===== config.mk =====
export PLATFORM = sky130hd
export DESIGN_NAME = ps2_host_tx
export DESIGN_NICKNAME = d
export VERILOG_FILES = /design/src/rtl/ps2_host_tx.sv
export SDC_FILE = /design/constraint.sdc
export NUM_CORES = 1
export LEC_CHECK = 0
export CAP_MARGIN = 10
export CORE_UTILIZATION = 50
export CTS_CLUSTER_SIZE = 16
export DETAILED_ROUTE_END_ITERATION = 16
export HOLD_SLACK_MARGIN = 0.08
export PLACE_DENSITY_LB_ADDON = 0.12
export SLEW_MARGIN = 20
export SYNTH_ARGS = -nofsm -noshare
export SYNTH_HDL_FRONTEND = slang
export SYNTH_SLANG_ARGS = --single-unit

===== constraint.sdc =====
create_clock -name Master_Clock_In -period 2.5 [get_ports Master_Clock_In]
set_input_delay 0.5 -clock Master_Clock_In [delete_from_list [all_inputs] [get_ports Master_Clock_In]]
set_output_delay 0.5 -clock Master_Clock_In [all_outputs]
set_load 0.02 [all_outputs]

===== src/rtl/ps2_host_tx.sv =====
// PS/2 host-to-device transmitter.
// Sends one command byte to the attached device. It drives the open-drain clock and
// data lines through pull-low enables and reports the device ACK (Tx_Done_Out) or a
// NACK/timeout (Tx_Error_Out).
// Optional build macro PS2_TX_RESEND_EN: when defined, a NACKed byte is re-sent up to
// two more times before an error is reported.
module ps2_host_tx #(
  parameter int INHIBIT_CYCLES = 5000,
  parameter int TIMEOUT_CYCLES = 750000,
  parameter int FILTER_LEN     = 8
) (
  input  logic       Master_Clock_In,
  input  logic       Reset_In,
  input  logic [7:0] Tx_Data_In,
  input  logic       Tx_Valid_In,
  output logic       Tx_Ready_Out,
  output logic       Tx_Busy_Out,
  output logic       Tx_Done_Out,
  output logic       Tx_Error_Out,
  input  logic       PS2_Clk_In,
  input  logic       PS2_Data_In,
  output logic       PS2_Clk_Low_Out,
  output logic       PS2_Data_Low_Out
);

  localparam logic [2:0] ST_IDLE      = 3'd0;
  localparam logic [2:0] ST_INHIBIT   = 3'd1;
  localparam logic [2:0] ST_REQ       = 3'd2;
  localparam logic [2:0] ST_SEND      = 3'd3;
  localparam logic [2:0] ST_WAIT_IDLE = 3'd4;

  localparam int IW = $clog2(INHIBIT_CYCLES + 1);
  localparam int TW = $clog2(TIMEOUT_CYCLES + 1);
  localparam int FW = $clog2(FILTER_LEN + 1);

  localparam logic [IW-1:0] INH_LAST  = IW'(INHIBIT_CYCLES - 1);
  localparam logic [IW-1:0] INH_START = IW'(INHIBIT_CYCLES - 2);
  localparam logic [TW-1:0] TMO_LAST  = TW'(TIMEOUT_CYCLES - 1);
  localparam logic [FW-1:0] FLT_LAST  = FW'(FILTER_LEN - 1);

  // Odd parity over the command byte: the parity bit makes the count of ones odd.
  function automatic logic odd_parity(input logic [7:0] d);
    return ~^d;
  endfunction

  logic [1:0]    clk_sync;
  logic [1:0]    data_sync;
  logic          clk_filt;
  logic [FW-1:0] flt_cnt;
  logic          clk_fall;

  logic [2:0]    state;
  logic [7:0]    tx_byte;
  logic          par;
  logic [3:0]    bit_cnt;
  logic [IW-1:0] inh_cnt;
  logic [TW-1:0] tmo_cnt;
  logic          clk_low;
  logic          data_low;
  logic          ready;
  logic          busy;
  logic          done;
  logic          error;
  logic          active;
  logic          tmo_hit;
`ifdef PS2_TX_RESEND_EN
  logic [1:0]    retry_cnt;
`endif

  // The device drives the clock only in these phases, so only here can it time out.
  assign active  = (state == ST_REQ) || (state == ST_SEND) || (state == ST_WAIT_IDLE);
  assign tmo_hit = active && (tmo_cnt == TMO_LAST) && !clk_fall;

  // Two-stage synchronizers for the raw line levels; idle lines read high.
  always_ff @(posedge Master_Clock_In) begin
    if (Reset_In) begin
      clk_sync  <= 2'b11;
      data_sync <= 2'b11;
    end else begin
      clk_sync  <= {clk_sync[0], PS2_Clk_In};
      data_sync <= {data_sync[0], PS2_Data_In};
    end
  end

  // Glitch filter on the clock: the level flips only after FILTER_LEN agreeing samples.
  always_ff @(posedge Master_Clock_In) begin
    if (Reset_In) begin
      clk_filt <= 1'b1;
      flt_cnt  <= '0;
      clk_fall <= 1'b0;
    end else begin
      clk_fall <= 1'b0;
      if (clk_sync[1] != clk_filt) begin
        if (flt_cnt == FLT_LAST) begin
          clk_filt <= clk_sync[1];
          flt_cnt  <= '0;
          clk_fall <= clk_filt;
        end else begin
          flt_cnt <= flt_cnt + FW'(1);
        end
      end else begin
        flt_cnt <= '0;
      end
    end
  end

  // Timeout counter: held at zero outside device-clocked phases, restarted by each fall.
  always_ff @(posedge Master_Clock_In) begin
    if (Reset_In) begin
      tmo_cnt <= '0;
    end else if (active && !clk_fall && !tmo_hit) begin
      tmo_cnt <= tmo_cnt + TW'(1);
    end else begin
      tmo_cnt <= '0;
    end
  end

  // Transfer sequencer: state, bit/inhibit counters, line drives and status pulses.
  always_ff @(posedge Master_Clock_In) begin
    if (Reset_In) begin
      state     <= ST_IDLE;
      tx_byte   <= 8'h00;
      par       <= 1'b0;
      bit_cnt   <= 4'd0;
      inh_cnt   <= '0;
      clk_low   <= 1'b0;
      data_low  <= 1'b0;
      ready     <= 1'b1;
      busy      <= 1'b0;
      done      <= 1'b0;
      error     <= 1'b0;
`ifdef PS2_TX_RESEND_EN
      retry_cnt <= 2'd0;
`endif
    end else begin
      done  <= 1'b0;
      error <= 1'b0;
      case (state)
        ST_IDLE: begin
          ready    <= 1'b1;
          busy     <= 1'b0;
          clk_low  <= 1'b0;
          data_low <= 1'b0;
          if (Tx_Valid_In && ready) begin
            tx_byte   <= Tx_Data_In;
            par       <= odd_parity(Tx_Data_In);
            bit_cnt   <= 4'd0;
            inh_cnt   <= '0;
            ready     <= 1'b0;
            busy      <= 1'b1;
            clk_low   <= 1'b1;
            state     <= ST_INHIBIT;
`ifdef PS2_TX_RESEND_EN
            retry_cnt <= 2'd0;
`endif
          end
        end

        ST_INHIBIT: begin
          clk_low <= 1'b1;
          if (inh_cnt == INH_LAST) begin
            // Release the clock while still holding the start bit low.
            clk_low  <= 1'b0;
            data_low <= 1'b1;
            state    <= ST_REQ;
          end else begin
            inh_cnt <= inh_cnt + IW'(1);
            // Start bit goes out in the last inhibit cycle.
            if (inh_cnt == INH_START) begin
              data_low <= 1'b1;
            end else begin
              data_low <= 1'b0;
            end
          end
        end

        ST_REQ: begin
          if (tmo_hit) begin
            error    <= 1'b1;
            clk_low  <= 1'b0;
            data_low <= 1'b0;
            state    <= ST_IDLE;
          end else begin
            clk_low  <= 1'b0;
            data_low <= 1'b1;
            state    <= ST_SEND;
          end
        end

        ST_SEND: begin
          if (tmo_hit) begin
            error    <= 1'b1;
            clk_low  <= 1'b0;
            data_low <= 1'b0;
            state    <= ST_IDLE;
          end else if (clk_fall) begin
            bit_cnt <= bit_cnt + 4'd1;
            if (bit_cnt < 4'd8) begin
              data_low <= ~tx_byte[bit_cnt[2:0]];
            end else if (bit_cnt == 4'd8) begin
              data_low <= ~par;
            end else if (bit_cnt == 4'd9) begin
              data_low <= 1'b0;
            end else begin
              // Acknowledge clock: the device pulls data low to accept the byte.
              data_low <= 1'b0;
              if (!data_sync[1]) begin
                state <= ST_WAIT_IDLE;
              end else begin
`ifdef PS2_TX_RESEND_EN
                if (retry_cnt != 2'd2) begin
                  retry_cnt <= retry_cnt + 2'd1;
                  bit_cnt   <= 4'd0;
                  inh_cnt   <= '0;
                  clk_low   <= 1'b1;
                  state     <= ST_INHIBIT;
                end else begin
                  error <= 1'b1;
                  state <= ST_IDLE;
                end
`else
                error <= 1'b1;
                state <= ST_IDLE;
`endif
              end
            end
          end
        end

        ST_WAIT_IDLE: begin
          if (tmo_hit) begin
            error    <= 1'b1;
            clk_low  <= 1'b0;
            data_low <= 1'b0;
            state    <= ST_IDLE;
          end else if (clk_filt && data_sync[1]) begin
            done  <= 1'b1;
            state <= ST_IDLE;
          end
        end

        default: begin
          clk_low  <= 1'b0;
          data_low <= 1'b0;
          state    <= ST_IDLE;
        end
      endcase
    end
  end

  assign Tx_Ready_Out     = ready;
  assign Tx_Busy_Out      = busy;
  assign Tx_Done_Out      = done;
  assign Tx_Error_Out     = error;
  assign PS2_Clk_Low_Out  = clk_low;
  assign PS2_Data_Low_Out = data_low;

endmodule


* Word-level counts from Yosys, hierarchy flattened *
Cells that the tools add are included.

operators by class
  $add $sub $neg = 4
  order comparisons = 2
  eq/ne operators = 23
  multiplexer cells = 43
  bitwise logic cells = 6
  reductions and logical operators = 26

operators with widths
  operator                 number
  $mux W3                  10
  $eq A13 B13 Y1 const B   2
  $mux W13                 2
  $pmux W13 S2             1
  $add A20 B1 Y20 const B  1
  $eq A20 B20 Y1 const B   1
  $mux W1                  20
  $pmux W3 S5              1
  $add A13 B1 Y13 const B  1
  $mux W4                  3
  $ne A2 B2 Y1 const B     6
  $ne A3 B3 Y1 const B     4
  $reduce_or A3 Y1         3
  $add A4 B1 Y4 const B    2
  $eq A4 B4 Y1 const B     2
  $pmux W4 S2              1
  $reduce_xnor A8 Y1       1
  $reduce_and A7 Y1        1
  $eq A3 B2 Y1 const B     2
  $logic_and A1 B1 Y1      6
  $not A1 Y1               6
  $reduce_and A2 Y1        3
  $reduce_or A2 Y1         3
  $eq A4 B3 Y1 const B     1
  18 further kinds         21

word-level totals
  register bits after elaboration = 65
  input bits = 13
  output and inout port bits = 6
  word-level logic and storage cells = 121

* Logic depth before layout (Yosys ltp) *
Gate-level depths: netlist of run 1.

  word-level depth = 9
  mapped depth = 7
  depth with buffers taken out = 7

* Worst setup path after synthesis of run 1 *
OpenSTA, ideal clock, no wires.

  path kind = flip-flop to flip-flop
  start point = reg tmo_cnt[0]
  end point = reg state[0]
  setup time = 0.134 ns
  data arrival time = 1.916 ns
  required time = 2.366 ns
  setup slack = 0.450 ns
  cell stages (with the launch flop) = 8
  path buffers = 1
  period minus slack after synthesis = 2.050 ns
  path through = dfxtp_1 > ha_1 > and3_1 > nand4_1 > or4_4 > buf_6 > a2111oi_2 > o32ai_2

between the ends
  cells in the longest elaborated chain, start to end = 5
  elaborated cells on any way between the ends = 13
  those cells by class = 6 x eq/ne; 4 x mux; 3 x reduce/logical

RTL lines
  element                                                            RTL line  source
  start, declared                                                    57        logic [TW-1:0] tmo_cnt;
  start signal, assigned                                             112       tmo_cnt <= tmo_cnt + TW'(1);
  $eq A20 B20 Y1 *                                                   72        assign tmo_hit = active && (tmo_cnt == TMO_LAST) && !clk_fall;
  $logic_and A1 B1 Y1 * (2 in a row)                                 72
  $ne A3 B2 Y1 (no source line) (tied with other cells)              n/a
  $reduce_and A7 Y1 (no source line) or $pmux W3 S5 (tied branches)  n/a
  end signal, assigned                                               121       state <= ST_IDLE;
  end signal, assigned                                               152       state <= ST_INHIBIT;
  end signal, assigned                                               165       state <= ST_REQ;
  end, declared                                                      52        logic [2:0] state;

Mark *: on every way between the ends. The rest lies on a longest branch, timed or not.
A chain may end at the register's enable or synchronous reset.

* Final worst setup path of run 1 *
  start point = reg tmo_cnt[7]
  end point = reg state[0]

The elaborated chain is that of the path after synthesis.

==> results of run 1 <==
[report_power, final]
group	internal (W)	switching, W
combinational	0.000273	0.000358
sequential	0.00112	0.000102
clock	0.000468	0.000439
[metrics by stage]
step	util (%)	hold WS, ps	cell area (um2)
2_1_floorplan	-	389.5	3139
3_3_place_gp	56.39	393.8	3378
3_5_place_dp	56.39	393.4	3378
4_1_cts	59.80	419.1	3582
5_1_grt	59.80	431.2	3582
6_report	59.80	414.8	3582
[worst max path at each step]
stage	slack, ps	startpoint	end	cells past startpoint
2_1_floorplan	450	tmo_cnt[0]	state[0]	7
3_3_place_gp	410	tmo_cnt[0]	state[0]	6
3_5_place_dp	330	tmo_cnt[0]	state[0]	6
4_1_cts	310	tmo_cnt[7]	state[0]	5
5_1_grt	160	tmo_cnt[0]	PS2_Data_Low_Out	6
6_report	320	tmo_cnt[7]	state[0]	5
[per-layer routing]
metal,vias to the layer above,GRT usage [%]
met4,0,10.18
met5,-,0
met1,1136,25.74
li1,1306,-
met3,9,4.382
met2,48,34.71
[kinds of logic after synthesis]
| group | count (synthesis) |
|---|---|
| compound gates | 50 |
| xor+xnor | 32 |
| fa+ha+maj | 7 |
| buf+inv | 23 |
| flops | 65 |
| mux | 10 |
| simple gates | 176 |
[area by class of cell]
cell class	count	area share, %
sequential	65	36.33
tap	75	2.620
clock inverter	7	2.235
inverter	9	0.9431
timing repair buffer	23	6.078
multi-input combinational	275	48.34
clock buffer	9	3.458
[state kept, by name (all words and copies together) (netlist names), 2 cells and up]
register and cells:
tmo_cnt 20, bit_cnt 4, inh_cnt 13, flt_cnt 4
data_sync 2, clk_sync 2, state 3, tx_byte 8
[layout by cell type, fill, tap and decap left out, types with 2 or more instances in the layout]
| cell type | instances |
|---|---|
| dfxtp_1 | 65 |
| nor2_1 | 45 |
| nand2_1 | 45 |
| a21oi_1 | 23 |
| xnor2_1 | 22 |
| clkdlybuf4s50_1 | 18 |
| and3_1 | 13 |
| nand3_1 | 12 |
| o21ai_0 | 12 |
| nand4_1 | 11 |
| xor2_1 | 10 |
| inv_1 | 9 |
| clkbuf_8 | 9 |
| or3_1 | 7 |
| ha_1 | 7 |
| nor3_1 | 6 |
| mux2i_1 | 6 |
| buf_4 | 5 |
| or2_2 | 4 |
| nand2b_1 | 4 |
| nor4b_1 | 3 |
| nand3b_1 | 3 |
| o21a_1 | 3 |
| and4_1 | 3 |
| clkinv_4 | 3 |
| nor3b_1 | 2 |
| or3_2 | 2 |
| nor4bb_1 | 2 |
| nor2b_1 | 2 |
| nor4_1 | 2 |
| mux4_2 | 2 |
| a21boi_0 | 2 |
| clkinvlp_4 | 2 |
==> out/qor.yml, run 1 <==
min_to: "data_sync[1]"
number_of_drc_violations_after_detailed_routing: 0
initial_utilization_pct: 52.40
syn-cell-area_um2: 3139
path_cells: "nor4b_1, nand4_1, or4_4, a2111oi_2, o32ai_2"
number_of_flip_flops_and_latches_in_the_synthesized_netlist: 65
grt_setup_unrepaired: "no"
synth.area.mux_share_pct: 4.185
design.portCount: 19
finalSetupViolCount: 0
grt_antenna_before_repair: 0
yosys.cell_types.count: 53
dieArea_um2: 6599
numPlacedInstances: 447
route.detailed.vias_per_inst: 5.397
io_buffer_count: 18
post_cts_hold_buffer_count: 0
synth_edf_count: 0
yosys.area.top_type: "dfxtp_1"
cts.reportedPaths.clkPinSlew_ps: 80
grt_pass1_wl_mm: 10.46
worst_slew_pin_slew_ps: 580.6
drive_gt1_share_pct: 10.57
maxSlewViolCount: 0
worstReg2RegEnd: "state[0]"
root_buffer: "clkbuf_8"
number_of_design_rule_violations_left_by_the_first_detailed_router_iteration: 109
cts_made_buffers: 9
ys_top_cells_by_area: "dfxtp_1 41%, xnor2_1 6.1%, nand2_1 5.4%"
fill_cells: 536
chipHeight_um: 81.24
clk_path_buf_depth: 2
maxUsedRoutingLayer: "met4"
min_from: "data_sync[0]"
synthesis.yosys.warnings: 0
route.antenna.remaining_nets: 0
worst_voltage_drop_across_the_vdd_grid_v: 0.0004152
skew_ps: 9.059
syn_area_per_cell_um2: 8.648
seq_area_frac_synth_pct: 41.45
cap_violations: 0
post_synth_inst_count: 363
grt_overflow_total: 0
start_kind: "flip-flop"
finish.cell_count_without_fillers: 463
cp.required_ps: 2730
place_congestion: 0.8444
finalWorstSetupSlack_ps: 317.1
yosys_top_cell_area_share_pct: 41.45
detail_route.wirelength.met1_mm: 2.998
reg2reg_setup_slack_ps: 320
largest_net_degree_at_the_start_of_global_routing: 28
timing.critical_path.to_type: "flip-flop"
mappedNetlistNets: 383
sequential_cell_area_um2: 1301
post-cts-setup-buffer-count: 0
ctsResizeCount: 0
dpl.hpwl_mm: 4.277
yosys.cell_count.top_type: "dfxtp_1"
max_stage_delay_ps: 540
num_rows: 28
grt_pass1_vias: 2364
power.density_nw_per_um2: 770.2
multi_input_comb_area_um2: 1732
synth_common_cells: "65 x dfxtp_1, 45 x nand2_1, 45 x nor2_1"
core-area_um2: 5991
timing.final.crit_share_pct: 87.32
firstDrtPassIters: 4
main_combinational_cell_family_by_area_after_synthesis: "simple AND/OR/NAND/NOR gates"
timing.setup.tns_ps: 0
finalHoldViolations: 0
cts_max_level: 3
area.growth.synth_to_final_pct: 14.11
dr_wl_met2_mm: 2.807
timing.reg2reg.worst_path_depth: 5
timing.fmax_ghz: 0.4581
detail_route.wirelength_mm: 6.140
groute.usage.overall_pct: 20.96
final_net_count: 403
hold_depth: 1
dp_worst_slack_ps: 331.2
crit_type: "reg -> reg"
wl_met3_um: 228
totalPowerFinal_w: 0.002759
cts_tree: "done"
clock_sink_count: 65
worst-endpoint-arrival_ps: 2410
path_max_fanout: 10
run_status: "finished, final reports clean"
insertion_delay_ps: 350
antenna_cells: 0
min_delay_worst_type: "reg -> reg"
critical-path-slowest-cell: "or4_4"
die-width_um: 81.24
synth_compound_area_share_pct: 9.845
worstPathBufferInverterCount: 0
postSynth.asyncResetShare_pct: 0
yosys.area_share.adder_pct: 2.790
prevailing_post_synth_register_cell: "dfxtp_1"
synth-xor-area-share_pct: 8.928
cellLeakagePower_nw: 1.274
num_vias: 2499
critical_path.top_delay_family: "simple AND/OR/NAND/NOR gates"
r2r-start: "tmo_cnt[7]"
slew_headroom_pct: 61.21
wire_per_inst_um: 13.26
period_minus_slack_ps: 2183
synth-simple-area-share_pct: 29.41
No activity file was read; power rests on OpenSTA's default activity.
==> inputs of run 2 (changes only) <==
Settings changed: CORE_ASPECT_RATIO set to 0.7, REMOVE_ABC_BUFFERS set to 1.
==> run 2 against run 1 <==
First-iteration DRC count shrank 16%. Combinational power is essentially flat. Routed wire length grew 1.4%. Sequential share of layout area shrank 0.33 points. Clock power grew 11%. Clock skew shrank 3.0 ps. Sequential cell count is the same. Critical path depth grew 1. Setup slack lost 12 ps. Cell count grew 0.22%. Clock-buffer cell count grew 1. Die area is essentially flat. Critical endpoint is now PS2_Data_Low_Out.
==> out/qor.yml, run 2 (synthesis results as in run 1) <==
run_status: "finished, final reports clean"
timing.fmax_ghz: 0.4555  # -0.56%
numPlacedInstances: 448  # +0.22%
cap_violations: 0  # unchanged
route.detailed.vias_per_inst: 5.506  # +2.0%
grt_setup_unrepaired: "no"
largest_reg_flops: 20  # unchanged
root_buffer: "clkbuf_8"
design.portCount: 19  # unchanged
clk_path_buf_depth: 2  # unchanged
worst_slew_pin_slew_ps: 650.3  # +69.61 ps
worst_voltage_drop_across_the_vdd_grid_v: 0.0003898  # -6.1%
timing.final.crit_share_pct: 87.81  # +0.49 points
layout.cells.most_common_list: "65 x dfxtp_1, 45 x nor2_1, 45 x nand2_1, 23 x a21oi_1, 22 x xnor2_1"
path_max_fanout: 5  # -5
dieArea_um2: 6604  # about the same
detail_route.wirelength_mm: 6.226  # +1.4%
initial_utilization_pct: 53.21  # +0.81 points
cp.required_ps: 2740  # about the same
cts.reportedPaths.clkPinSlew_ps: 70  # about the same
finalHoldViolations: 0  # unchanged
num_vias: 2555  # +2.2%
layout_commonest_cell: "dfxtp_1"
final_net_count: 404  # +0.25%
number_of_drc_violations_after_detailed_routing: 0  # unchanged
cts_made_buffers: 9  # unchanged
power.density_nw_per_um2: 793.7  # +3.1%
slew_headroom_pct: 56.56  # -4.7 points
timing.critical_path.to_type: "flip-flop"
cts_tree: "done"
grt_antenna_before_repair: 0  # unchanged
post-cts-setup-buffer-count: 0  # unchanged
worst-endpoint-arrival_ps: 2440  # +30 ps
post-route-util_pct: 61.27  # +1.5 points
insertion_delay_ps: 330  # -20 ps
finish.cell_count_without_fillers: 464  # +0.22%
number_of_design_rule_violations_left_by_the_first_detailed_router_iteration: 92  # -16%
grt_overflow_total: 0  # unchanged
io_buffer_count: 18  # unchanged
timing.setup.tns_ps: 0  # unchanged
largest_net_degree_at_the_start_of_global_routing: 21  # -25%
ctsResizeCount: 0  # unchanged
firstDrtPassIters: 4  # unchanged
wire_per_inst_um: 13.42  # +1.2%
period_minus_slack_ps: 2195  # +12.36 ps
skew_ps: 6.073  # -2.986 ps
fin_worst_hold_slack_ps: 410.4  # -4.327 ps
clock_sink_count: 65  # unchanged
min_delay_worst_type: "reg -> reg"
drive_gt1_share_pct: 10.80  # +0.23 points
route.antenna.remaining_nets: 0  # unchanged
post_cts_hold_buffer_count: 0  # unchanged
core-area_um2: 5899  # -1.5%
num_rows: 23  # -18%
finalSetupViolCount: 0  # unchanged
area.growth.synth_to_final_pct: 15.15
maxSlewViolCount: 0  # unchanged
antenna_cells: 0  # unchanged
cellLeakagePower_nw: 1.287  # +1.1%
grt_pass1_wl_mm: 10.43  # -0.33%
dpl.hpwl_mm: 4.510  # +5.5%
chipHeight_um: 68.30  # -16%
groute.usage.overall_pct: 20.19  # -0.77 points
grt_pass1_vias: 2225  # -5.9%
start_kind: "flip-flop"
reg2reg_setup_slack_ps: 300  # about the same
registers.top_by_ff_count: "tmo_cnt"
top_registers: "tmo_cnt (20), inh_cnt (13), tx_byte (8)"
cts_max_level: 3  # unchanged
die-width_um: 96.71  # +19%
place_congestion: 0.8274  # -2.0%
crit_type: "reg -> reg"
run 2: changes by cell type in the layout (fill, tap and decap cells not counted), sizes merged:
cell      change
clkinv        -2
clkinvlp      +1
buf           +1
clkbuf        +1
bufinv        +1
inv           -1
run 2: area by class of cell:
class / count / area, um2
tap: 75 / 93.84
clock inverter: 6 / 91.34
sequential: 65 / 1301
multi-input combinational: 275 / 1732
timing repair buffer: 24 / 225.2
fill: 531 / 2285
inverter: 9 / 33.78
clock buffer: 10 / 137.6
run 2: per-layer routing:
metal | part of all wire, % | track usage (%) | vias to the layer above
li1 | - | - | 1303
met1 | 51 | 27.28 | 1183
met2 | 42 | 31.07 | 64
met3 | 5.6 | 6.231 | 5
met4 | 0.71 | 6.343 | 0
met5 | 0 | 0 | -
run 2: power breakdown:
part / switching, W / internal (W)
registers: 0.000105 / 0.00112
clock network: 0.000421 / 0.000590
logic: 0.000359 / 0.000276
run 2: final timing paths:
kind	from	to	depth (start not counted)
worst min register to register	data_sync[0]	data_sync[1]	1
worst min-delay path	data_sync[0]	data_sync[1]	1
worst max register to register	tmo_cnt[0]	PS2_Data_Low_Out	6
worst max-delay path	tmo_cnt[0]	PS2_Data_Low_Out	6
run 2: through the flow:
stage | total power (W) | instance area, um2 | setup WS, ps
finish | 0.002869 | 3615 | 304.7
global route | 0.003014 | 3615 | 159.3
CTS | 0.002887 | 3615 | 303.4
detailed placement | 0.001882 | 3386 | 323.3
global placement | 0.001860 | 3386 | 413.4
floorplan | 0.001656 | 3067 | 250.7
run 2: worst max-delay path, cell delays in order (launching register included):
cell	delay, ps
dfxtp_1	370
ha_1	220
and3_1	240
nand4_1	170
o21a_1	280
or4_2	550
o32ai_1	280
==> patch 1: new RTL, settings of run 1 <==
The option `PS2_TX_RESEND_EN` is turned on by a define.
--- a/src/rtl/ps2_host_tx.sv
+++ b/src/rtl/ps2_host_tx.sv
@@ -6,2 +6,4 @@
 // two more times before an error is reported.
+`define PS2_TX_RESEND_EN
+
 module ps2_host_tx #(
Formal check against the unedited RTL: no difference found for any inputs over 10 cycles, from zero or initial values and one cycle with Reset_In high; that may be too few to reach the edited logic, so the function may still have changed.
==> patch 1 against run 1 <==
Clock skew is 1.8 ps lower. Count of clock-buffer cells in the layout is 1 higher. Cell area grew 7.7%. Area after synthesis rose by 5.1%. Routed wire length is 15% higher. Worst setup slack got worse by 46 ps. Total power is 2.4% lower. Non-clock buffer count grew 7. Largest power group unchanged. First-iteration DRC count is 42% higher. Sequential cell count rose by 2. Critical path depth unchanged. Sequential share of layout area decreased by 1.6 points. Synthesized cell count is 5.0% higher.
==> patch 1: results (changes against run 1) <==
initial detailed-routing violation count -> 155 (+42%)
post-placement cell count -> 472 (+5.6%)
status -> complete, no violations
non-filler cells, final -> 488 (+5.4%)
setup slack after placement -> 176 ps (-156 ps)
hold_sp -> clk_sync[0]
CP Max Fanout -> 6 (-4)
register area share after synthesis -> 0.406 (-0.00814)
DR vias/cell -> 5.76 (+6.8%)
Synth area leaders -> dfxtp_1, nor2_1, xnor2_1
Hold Path End -> clk_sync[1]
post-DP HPWL -> 5.01 mm (+17%)
Post-Synth Adder-Cell Area -> 0.0303 (+0.00243)
syn nets -> 402 (+5.0%)
Routability Congestion -> 0.795 (-5.8%)
first-pass GRT wire length -> 12.4 mm (+19%)
Worst Tran Pin Value -> 561 ps (-20.1 ps)
GRT met2 Usage -> 0.373 (+0.0263)
share of cells above drive strength 1 -> 0.102 (-0.00348)
placed inst area -> 0.00360 mm2 (+6.6%)
pin count of the biggest net entering global routing -> 25 (-11%)
Compound-Gate Fraction of Synth Area -> 0.133 (+0.0342)
grt met3 use -> 0.0557 (+0.0118)
min Tclk post-route -> 2230 ps (+45.8 ps)
area share of xor/xnor cells in the synthesized design -> 0.0743 (-0.0150)
[patch 1: power groups by stage]
stage / clock (uW) / combinational [uW] / sequential, uW
2_1_floorplan: 0 / 279 / 1180
6_report: 1110 / 410 / 1170
5_1_grt: 1180 / 448 / 1180
3_3_place_gp: 0 / 397 / 1190
4_1_cts: 1140 / 407 / 1170
3_5_place_dp: 0 / 405 / 1190
[patch 1: cell type report]
type / count / area, um2 / area share
clock inverters: 6 / 113 / 0.0292
inverters: 11 / 41.3 / 0.0107
well taps: 77 / 96.3 / 0.0250
repair buffers: 30 / 270 / 0.0700
flip-flops and latches: 67 / 1340 / 0.348
clock buffers: 10 / 138 / 0.0357
multi-input cells: 287 / 1860 / 0.482
[patch 1: critical path: stages, from the launching register on]
cell and delay, ps:
dfxtp_1 350, or4_1 520, or4_4 500, or4_4 440, a32oi_1 230, nor3_1 60
[patch 1: per-layer routing]
metal	share of wire	wire, um
met1	0.47	3320
met2	0.47	3340
met3	0.045	321
met4	0.013	90
met5	0	0
==> patch 2: new RTL, config.mk and constraints of run 1 <==
Made on the original files. Reset style: asynchronous (`Reset_In`), changed in 4 clocked blocks.
--- a/src/rtl/ps2_host_tx.sv
+++ b/src/rtl/ps2_host_tx.sv
@@ -74,3 +74,3 @@
   // Two-stage synchronizers for the raw line levels; idle lines read high.
-  always_ff @(posedge Master_Clock_In) begin
+  always_ff @(posedge Master_Clock_In or posedge Reset_In) begin
     if (Reset_In) begin
@@ -85,3 +85,3 @@
   // Glitch filter on the clock: the level flips only after FILTER_LEN agreeing samples.
-  always_ff @(posedge Master_Clock_In) begin
+  always_ff @(posedge Master_Clock_In or posedge Reset_In) begin
     if (Reset_In) begin
@@ -107,3 +107,3 @@
   // Timeout counter: held at zero outside device-clocked phases, restarted by each fall.
-  always_ff @(posedge Master_Clock_In) begin
+  always_ff @(posedge Master_Clock_In or posedge Reset_In) begin
     if (Reset_In) begin
@@ -118,3 +118,3 @@
   // Transfer sequencer: state, bit/inhibit counters, line drives and status pulses.
-  always_ff @(posedge Master_Clock_In) begin
+  always_ff @(posedge Master_Clock_In or posedge Reset_In) begin
     if (Reset_In) begin
Behaviour: differs if Reset_In is asserted again (counterexample within 4 cycles, from zero or initial values and one cycle with Reset_In high); with Reset_In held inactive, the same outputs for 10 cycles.
==> patch 2 against run 1 <==
Routed wire length is 4.8% lower. Critical endpoint is now inh_cnt[12]. Utilization is 1.9 points higher. Non-clock buffer count is 1 higher. Sequential cell count stayed put. Cell count is 4.3% lower. Clock skew is 0.64 ps higher. Maximum frequency is 1.7% higher. Largest cell class is now sequential cells. Worst setup slack better by 37 ps. Total power is 1.4% lower. Area after synthesis is 3.3% higher. Cell area is 5.0% higher. Via count is 3.0% lower. Synthesized cell count is 7.4% lower.
==> patch 2: results (changes against run 1) <==
placed inst area -> 0.00353 mm2 (+4.6%)
Post-CTS Setup Bufs -> 0 (unchanged)
Worst Tran Pin Value -> 535 ps (-45.9 ps)
initial antenna violation count -> 0 (unchanged)
Synth area leaders -> dfrtp_1, nand2_1, dfstp_2
vias in the first global route -> 2,197 (-7.1%)
r2r endpoint -> inh_cnt[12]
pin count of the biggest net entering global routing -> 66 (+140%)
Crit-path slowest cell -> dfrtp_1
WHS -> 358 ps (-56.8 ps)
CTS Buf Count -> 9 (unchanged)
hold_sp -> clk_sync[0]
total track usage -> 0.197 (-0.0126)
CP Max Fanout -> 13 (+3)
Routability Congestion -> 0.846 (+0.19%)
worst hold path depth -> 0 (-1)
Hold Path End -> clk_sync[1]
DR vias/cell -> 5.47 (+1.4%)
syn nets -> 356 (-7.0%)
Peak VDD IR -> 0.652 mV (+57%)
Synth Flop Type -> dfrtp_1
Clock transition at path regs -> 80 ps (about the same)
synth unique cells -> 49 (-7.5%)
register area share after synthesis -> 0.504 (+0.0894)
routed wire length -> 5.84 mm (-4.8%)
static leakage -> 0.00166 uW (+30%)
status -> complete, no violations
share of cells above drive strength 1 -> 0.103 (-0.00241)
Nets -> 383 (-5.0%)
reg2reg setup slack -> 350 ps (+40 ps)
post-DP HPWL -> 4.07 mm (-4.8%)
initial detailed-routing violation count -> 83 (-24%)
synth cell count leaders -> dfrtp_1, nand2_1, nor2_1, nand3_1, xor2_1
async set-reset flop share out of synthesis -> 1.00 (+1.00)
first-pass GRT wire length -> 9.98 mm (-4.6%)
Worst Skew -> 9.70 ps (+0.641 ps)
Worst R2R Start -> state[1]
# fillers -> 535 (-0.19%)
==> patch 2: cell types whose count changed after synthesis, moves of 6 or more <==
cell      change
dfxtp_1      -65
dfstp_2       +6
clkbuf_1      -6
dfrtp_1      +59
a21oi_1      -12
xor2_1        +8
nand3_1      +14
and3_1        -6
xnor2_1       -7
==> patch 2: worst max-delay path, delay by kind of cell (launching register included) <==
family,cells,cell delay [ps]
flops,1,530
simple gates,4,1380
compound gates,1,160
==> patch 2: layout make-up <==
class	instances	area, um2	area share
Clock buffer	9	124	0.0329
Clock inverter	7	104	0.0276
Inverter	8	30.0	0.00798
Multi-Input combinational cell	255	1540	0.409
Sequential cell	65	1630	0.434
Tap cell	75	93.8	0.0249
Timing Repair Buffer	24	238	0.0632
==> patch 2: cell families after synthesis <==
kind of cell,Yosys count,share of synthesized area
and+or+nand+nor,171,0.265
DFF,65,0.504
AOI/OAI and AO/OA,39,0.0702
xor gates and xnor gates,33,0.0891
buffers and inverters,16,0.0216
adders and majority gates,7,0.0270
muxes,5,0.0235
==> patch 2: worst max path at each step <==
stage                     slack [ps]  startpoint               to
after floorplan                  380    Reset_In  PS2_Clk_Low_Out
after global placement           440    state[0]      inh_cnt[12]
after detailed placement         390    state[1]      inh_cnt[12]
after CTS                        360    state[1]      inh_cnt[12]
after global routing             210    state[0]      inh_cnt[12]
final                            350    state[1]      inh_cnt[12]
==> patch 2: where the power goes <==
| part | total, uW | switching, uW | internal (uW) |
|---|---|---|---|
| clock | 999 | 428 | 571 |
| sequential | 1300 | 126 | 1170 |
| combinational | 420 | 210 | 210 |
| total | 2720 | 764 | 1960 |
==> patch 2: metal layers <==
layer  routed length (um)  global-route usage  vias to the layer above
met5                    0                   0                        -
li1                     -                   -                     1226
met1                 2920               0.269                     1162
met4                   55              0.0621                        0
met2                 2710               0.302                       32
met3                  158              0.0560                        5
==> patch 2: through the flow <==
stage / setup slack (ps) / instances
detailed placement: 385 / 427
global route: 210 / 443
floorplan: 383 / 336
finish: 354 / 443
global placement: 443 / 427
CTS: 360 / 443
